`src/rtl/ex_mem_latch.sv`:
```
// rtl/ex_mem_latch.sv - EX/MEM pipeline register with data-memory handshake
// Captures execute results, owns the dmem request until dhit, and holds a sticky halt.
module ex_mem_latch #(
  parameter int WORD_W = 32,
  parameter int RSEL_W = 5,
  parameter int CNT_W  = 8
) (
  input  logic              CLK,
  input  logic              RST,
  input  logic              exW,
  input  logic              exFLUSH,
  input  logic              excuDRE,
  input  logic              excuDWE,
  input  logic              excuHALT,
  input  logic              exMemToReg,
  input  logic              exWEN,
  input  logic              exJALflag,
  input  logic [WORD_W-1:0] exaluout,
  input  logic [WORD_W-1:0] exrdat2,
  input  logic [WORD_W-1:0] exnpc,
  input  logic [RSEL_W-1:0] exwsel,
  input  logic              dhit,
  input  logic [WORD_W-1:0] dmemload,
  output logic              dmemREN,
  output logic              dmemWEN,
  output logic [WORD_W-1:0] dmemaddr,
  output logic [WORD_W-1:0] dmemstore,
  output logic              memMemToReg,
  output logic              memWEN,
  output logic              memJALflag,
  output logic [WORD_W-1:0] memaluout,
  output logic [WORD_W-1:0] memnpc,
  output logic [WORD_W-1:0] memdload,
  output logic [RSEL_W-1:0] memwsel,
  output logic              memstall,
  output logic              memhalt,
  output logic [CNT_W-1:0]  memstallcnt
);

  localparam logic [1:0] IDLE   = 2'd0;
  localparam logic [1:0] ACCESS = 2'd1;
  localparam logic [1:0] DONE   = 2'd2;

  logic [1:0]        state_q, state_d;
  logic              dre_q, dre_d, dwe_q, dwe_d, haltc_q, haltc_d;
  logic              m2r_q, m2r_d, wen_q, wen_d, jal_q, jal_d;
  logic [WORD_W-1:0] alu_q, alu_d, rdat2_q, rdat2_d, npc_q, npc_d, dload_q, dload_d;
  logic [RSEL_W-1:0] wsel_q, wsel_d;
  logic              halt_q, halt_d;
  logic [CNT_W-1:0]  cnt_q, cnt_d;
  logic              in_access;
  logic              take_mem;

  assign in_access = (state_q == ACCESS);
  assign memstall  = in_access & ~dhit;
  assign take_mem  = ~exFLUSH & (excuDRE | excuDWE);

  always_comb begin
    state_d = state_q;
    dre_d   = dre_q;
    dwe_d   = dwe_q;
    haltc_d = haltc_q;
    m2r_d   = m2r_q;
    wen_d   = wen_q;
    jal_d   = jal_q;
    alu_d   = alu_q;
    rdat2_d = rdat2_q;
    npc_d   = npc_q;
    wsel_d  = wsel_q;
    dload_d = dload_q;

    if (halt_q) begin
      // Frozen after a retired HALT; only reset releases the stage.
    end else if (in_access) begin
      if (dhit) begin
        state_d = DONE;
        if (dre_q & ~dwe_q) dload_d = dmemload;
      end
    end else if (exW) begin
      state_d = take_mem ? ACCESS : IDLE;
      dload_d = '0;
      if (exFLUSH) begin
        dre_d   = 1'b0;
        dwe_d   = 1'b0;
        haltc_d = 1'b0;
        m2r_d   = 1'b0;
        wen_d   = 1'b0;
        jal_d   = 1'b0;
        alu_d   = '0;
        rdat2_d = '0;
        npc_d   = '0;
        wsel_d  = '0;
      end else begin
        dre_d   = excuDRE;
        dwe_d   = excuDWE;
        haltc_d = excuHALT;
        m2r_d   = exMemToReg;
        wen_d   = exWEN;
        jal_d   = exJALflag;
        alu_d   = exaluout;
        rdat2_d = exrdat2;
        npc_d   = exnpc;
        wsel_d  = exwsel;
      end
    end

    // A HALT paired with a memory op waits for the access to finish.
    halt_d = halt_q | (haltc_q & ~in_access);
    cnt_d  = (memstall && (cnt_q != {CNT_W{1'b1}})) ? cnt_q + 1'b1 : cnt_q;
  end

  always_ff @(posedge CLK) begin
    if (RST) begin
      state_q <= IDLE;
      dre_q   <= 1'b0;
      dwe_q   <= 1'b0;
      haltc_q <= 1'b0;
      m2r_q   <= 1'b0;
      wen_q   <= 1'b0;
      jal_q   <= 1'b0;
      alu_q   <= '0;
      rdat2_q <= '0;
      npc_q   <= '0;
      wsel_q  <= '0;
      dload_q <= '0;
      halt_q  <= 1'b0;
      cnt_q   <= '0;
    end else begin
      state_q <= state_d;
      dre_q   <= dre_d;
      dwe_q   <= dwe_d;
      haltc_q <= haltc_d;
      m2r_q   <= m2r_d;
      wen_q   <= wen_d;
      jal_q   <= jal_d;
      alu_q   <= alu_d;
      rdat2_q <= rdat2_d;
      npc_q   <= npc_d;
      wsel_q  <= wsel_d;
      dload_q <= dload_d;
      halt_q  <= halt_d;
      cnt_q   <= cnt_d;
    end
  end

  assign dmemREN     = in_access & dre_q & ~dwe_q;
  assign dmemWEN     = in_access & dwe_q;
  assign dmemaddr    = alu_q;
  assign dmemstore   = rdat2_q;
  assign memMemToReg = m2r_q;
  assign memWEN      = wen_q;
  assign memJALflag  = jal_q;
  assign memaluout   = alu_q;
  assign memnpc      = npc_q;
  assign memdload    = dload_q;
  assign memwsel     = wsel_q;
  assign memhalt     = halt_q;
  assign memstallcnt = cnt_q;

endmodule

```
`config.mk`:
```
export PLATFORM = sky130hd
export DESIGN_NAME = ex_mem_latch
export DESIGN_NICKNAME = d
export VERILOG_FILES = /design/src/rtl/ex_mem_latch.sv
export SDC_FILE = /design/constraint.sdc
export NUM_CORES = 1
export LEC_CHECK = 0
export CAP_MARGIN = 15
export CORE_AREA = 2 2 126 128
export CTS_CLUSTER_DIAMETER = 120
export DETAILED_ROUTE_END_ITERATION = 16
export DIE_AREA = 0 0 128 130
export GPL_ROUTABILITY_DRIVEN = 0
export PLACE_DENSITY_LB_ADDON = 0.08
export RECOVER_POWER = 100
export SLEW_MARGIN = 40
export SYNTH_ARGS = -nofsm -noshare
export SYNTH_HDL_FRONTEND = slang
export SYNTH_SLANG_ARGS = --single-unit
```
`constraint.sdc`:
```
create_clock -name CLK -period 4.6 [get_ports CLK]
set_input_delay 1.15 -clock CLK [delete_from_list [all_inputs] [get_ports CLK]]
set_output_delay 1.15 -clock CLK [all_outputs]
set_load 0.005 [all_outputs]
```
; ---- Yosys cells after proc, flatten, opt, wreduce, memory -nomap -nowiden
; Index checks and enable logic that the tools add are counted.
[totals]
regBits = 150
[classes]
n_bitwise = 14
n_mux = 18
reduce_logical = 5
addsub = 1
eq_ne = 4
[op_table]
columns = operator, n
row1 = $mux 32, 7
row2 = $add 8x1->8 const B, 1
row3 = $ne 8x8->1 const B, 1
row4 = $and 1x1->1, 7
row5 = $mux 1, 7
row6 = $mux 2, 3
row7 = $reduce_and 3->1, 2
row8 = $mux 5, 1
row9 = $not 1->1, 5
row10 = $reduce_and 4->1, 1
row11 = $eq 2x1->1 const B, 1
row12 = $ne 2x1->1 const B, 1
row13 = $ne 2x2->1 const B, 1
row14 = $or 1x1->1, 2
row15 = $reduce_bool 2->1, 1
row16 = $logic_and 1x1->1, 1

; ---- Depth between registers and ports, before layout
[depth]
word_depth = 5
ltp_mapped = 6
depth_no_buf = 4

; ---- Least setup slack after synthesis
; No wires, ideal clock.
[synth_timing]
path_type = input-to-output
start = input port dhit
end = output port memstall
stages = 2
arrival_ps = 1681
setup_slack_ps = 1769
n_path_buf = 0
cell_sequence = or3b_1 inv_2
[synth_between]
elab_chain_len = 2
[synth_lines]
columns = item, line_no
row1 = from (decl), 22  ; input logic dhit,
row2 = $not 1->1, 55  ; assign memstall = in_access & ~dhit;
row3 = $and 1x1->1, 55
row4 = to (decl), 35  ; output logic memstall,
; No other way between the ends.

; ---- Worst setup path after layout
; Ends and elaborated chain as after synthesis.

==> impl_metrics.csv <==
group,metric,value,unit
outcome,outcome,"finished with violations",
setup_path,cp.required,3450,ps
yosys,synth_enable_flop_cells,0,
yosys,synth_area_leader_cell,"sky130_fd_sc_hd__dfxtp_1",
clocking,cts_buffers,17,
floorplan,start_util,0.429,
drt,wl_per_cell,19.0,um
yosys,cell_area_synth,0.00662,mm^2
clocking,cts_tree,"yes",
sta,worst_slew_margin_rel,-0.239,
yosys,avgSynthCellArea,8.80,um^2
finish,fraction_of_layout_cells_with_a_size_suffix_above_1,0.0475,
global_routing,grt_pass1_wl,34.7,mm
floorplan,core_area,0.0154,mm^2
outcome,violations,"capacitance limit, slew limit",
drt,detail_route.first_pass.iterations,5,
yosys,ys_async_sr_fraction,0,
yosys,synth_largest_type_area_fraction,0.453,
clocking,root_buffer,"sky130_fd_sc_hd__clkbuf_16",
placement,hpwlAfterDp,14.4,mm
clocking,post_cts_resized,0,
global_routing,first_global_vias,6680,
finish,multi_input_comb_area,0.00298,mm^2
yosys,netlist_top_cells_area,"sky130_fd_sc_hd__dfxtp_1, sky130_fd_sc_hd__nand4b_1, sky130_fd_sc_hd__a21oi_1, sky130_fd_sc_hd__o21ai_0, sky130_fd_sc_hd__clkbuf_1",
floorplan,floorplan.die_area,0.0166,mm^2
finish,register_area,0.00300,mm^2
sta,rsz0062_at_grt,"no",
run,cap_violations,3,
floorplan,floorplan.rows,46,
drt,remaining_drc_errors,0,
sta,max_slew.worst_pin.slew,1860,ps
clocking,cts.hold.buffers_added,0,
finish,most-common-layout-cells,"sky130_fd_sc_hd__dlygate4sd3_1, sky130_fd_sc_hd__dfxtp_1, sky130_fd_sc_hd__a21oi_1, sky130_fd_sc_hd__clkdlybuf4s50_1, sky130_fd_sc_hd__o21ai_0",
sta,timing.final.setup_violations,0,
clocking,insertion_delay,420,ps
sta,timing_max_transition_violations_final,213,
drt,post_drt_via_cell_ratio,5.84,
setup_path,cp_max_fo,7,
hold_path,min-delay-path-class,"register to register",
global_routing,globalRouteTotalUtil,0.258,
setup_path,critical_path_class,"input port to output port",
drt,antenna_left,0,
yosys,dominantRegCellSynth,"sky130_fd_sc_hd__dfxtp_1",
finish,final_common_cell,"sky130_fd_sc_hd__dlygate4sd3_1",
yosys,synth_cell_type_count,35,
setup_path,critPathMaxStageDelay,600,ps
global_routing,grt_antenna_before_repair,0,
placement,port_buffers,323,
finish,fillers,1287,
global_routing,globalRoute.totalOverflow,0,
sta,final.min_clock_period,4150,ps
sta,hold_viol,0,
floorplan,vertical_die_dimension,130,um
setup_path,critPathLaunchType,"input port",
finish,finish.net_count,1122,
setup_path,arrival,3000,ps
power_and_ir_drop,leakage,3.87,nW
floorplan,num_io_pins,324,
clocking,clock_sink_count,150,
clocking,cts.htree.levels,4,
power_and_ir_drop,p_per_cell_area,316,mW/mm^2
sta,final.setup.tns,0,ps
drt,initialDrtViolationCount,495,
drt,totalWireLength,22.5,mm
setup_path,crit_slowest_cell,"sky130_fd_sc_hd__dlygate4sd3_1",
global_routing,grt_max_degree,88,
sta,hold_slack,470,ps
clocking,cts.repair_timing.setup_buffer_count,0,
setup_path,critPathCaptureType,"output port",
yosys,mappedNetlistNets,898,
sta,layout_worst_path_cycle_share,0.901,
floorplan,chipWidth,128,um
yosys,synth-warning-count,0,
clocking,cts.path.max_buffers,2,
yosys,synth_sequential_area_ratio,0.453,
finish,area_added_between_synthesis_and_finish,53.5,%
yosys,syn-instance-count,753,
sta,finalClockSkew,7.99,ps
yosys,yosys_register_bits,150,
power_and_ir_drop,worst_ir_drop_vdd,0.244,mV
drt,routed-via-count,6898,
setup_path,worstPathCellList,"dlygate4sd3_1, or3b_1, inv_1, clkdlybuf4s50_1",
clocking,path_clk_slew,60,ps
sta,fmaxAchievable,241,MHz
## cells in the mapped netlist, types with 2 or more instances
master and number:
sky130_fd_sc_hd__nand4b_1 107, sky130_fd_sc_hd__and2_1 3, sky130_fd_sc_hd__nor2_1 6, sky130_fd_sc_hd__o221ai_1 32, sky130_fd_sc_hd__a31oi_1 2, sky130_fd_sc_hd__nor2b_1 6, sky130_fd_sc_hd__and3_1 3, sky130_fd_sc_hd__dfxtp_1 150
sky130_fd_sc_hd__mux2i_1 2, sky130_fd_sc_hd__buf_6 2, sky130_fd_sc_hd__o21ai_0 108, sky130_fd_sc_hd__buf_4 33, sky130_fd_sc_hd__a211oi_1 2, sky130_fd_sc_hd__nand2b_1 5, sky130_fd_sc_hd__mux2_2 2, sky130_fd_sc_hd__buf_2 14
sky130_fd_sc_hd__a21oi_1 143, sky130_fd_sc_hd__a311oi_1 2, sky130_fd_sc_hd__inv_2 2, sky130_fd_sc_hd__clkbuf_1 81, sky130_fd_sc_hd__nand3_1 34
## state kept, by name, summed over array words and instances (netlist names)
signal,cells
memdload,32
dwe_q,1
memWEN,1
memJALflag,1
haltc_q,1
memMemToReg,1
state_q,2
memnpc,32
memhalt,1
dmemaddr,32
memwsel,5
dre_q,1
memstallcnt,8
dmemstore,32
## final timing paths
check | startpoint | end | slack (ps) | cells after the start
worst max-delay path | dhit | memstall | 450 | 4
worst min-delay path | memwsel[4] | memwsel[4] | 470 | 2
worst max register to register | state_q[0] | memdload[14] | 1260 | 5
worst min register to register | memwsel[4] | memwsel[4] | 470 | 2
## layout make-up
class | instances | area share
timing repair buffer | 335 | 0.327
sequential | 150 | 0.295
antenna | 1 | 0.000246
clock buffer | 23 | 0.0500
tap | 192 | 0.0236
clock inverter | 8 | 0.00935
inverter | 3 | 0.00111
multi-input combinational | 470 | 0.293
## cells by family (layout without fill, tap and decap cells)
group / count (synthesis) / in the layout / share of synthesized area
AOI/OAI and AO/OA: 294 / 294 / 0.245
adders and majority gates: 1 / 1 / 0.00189
buffers and inverters: 133 / 369 / 0.0990
DFF: 150 / 150 / 0.453
muxes: 4 / 4 / 0.00642
other: 0 / 1 / 0
and+or+nand+nor: 171 / 171 / 0.194
## power breakdown
| part | internal (mW) | switching, mW | leakage, nW |
|---|---|---|---|
| Clock | 0.879 | 0.527 | 0.297 |
| Sequential | 1.34 | 0.0227 | 1.22 |
| Combinational | 0.232 | 0.211 | 2.35 |
| Total | 2.45 | 0.760 | 3.87 |
## worst max-delay path: cells and delay by family
family	cells	cell delay, ps
and+or+nand+nor	1	470
buffers and inverters	3	1380
## through the flow
step                      std cells  power [mW]  setup WS, ps   util  area [um^2]
after floorplan                 753        1.59          1770      -         6620
final                          1182        3.21           454  0.659        10200
after global placement         1148        1.84           690  0.620         9570
after global routing           1181        3.33           331  0.659        10200
after CTS                      1181        3.27           644  0.662        10200
after detailed placement       1150        1.86           647  0.623         9610
## metal layers
layer / global-route usage / part of all wire / vias up
met3: 0.0701 / 0.067 / 46
li1: - / - / 3242
met5: 0 / 0 / -
met4: 0.114 / 0.031 / 0
met1: 0.307 / 0.40 / 3349
met2: 0.440 / 0.50 / 261
Note: power is estimated with default switching activity, not from simulation.
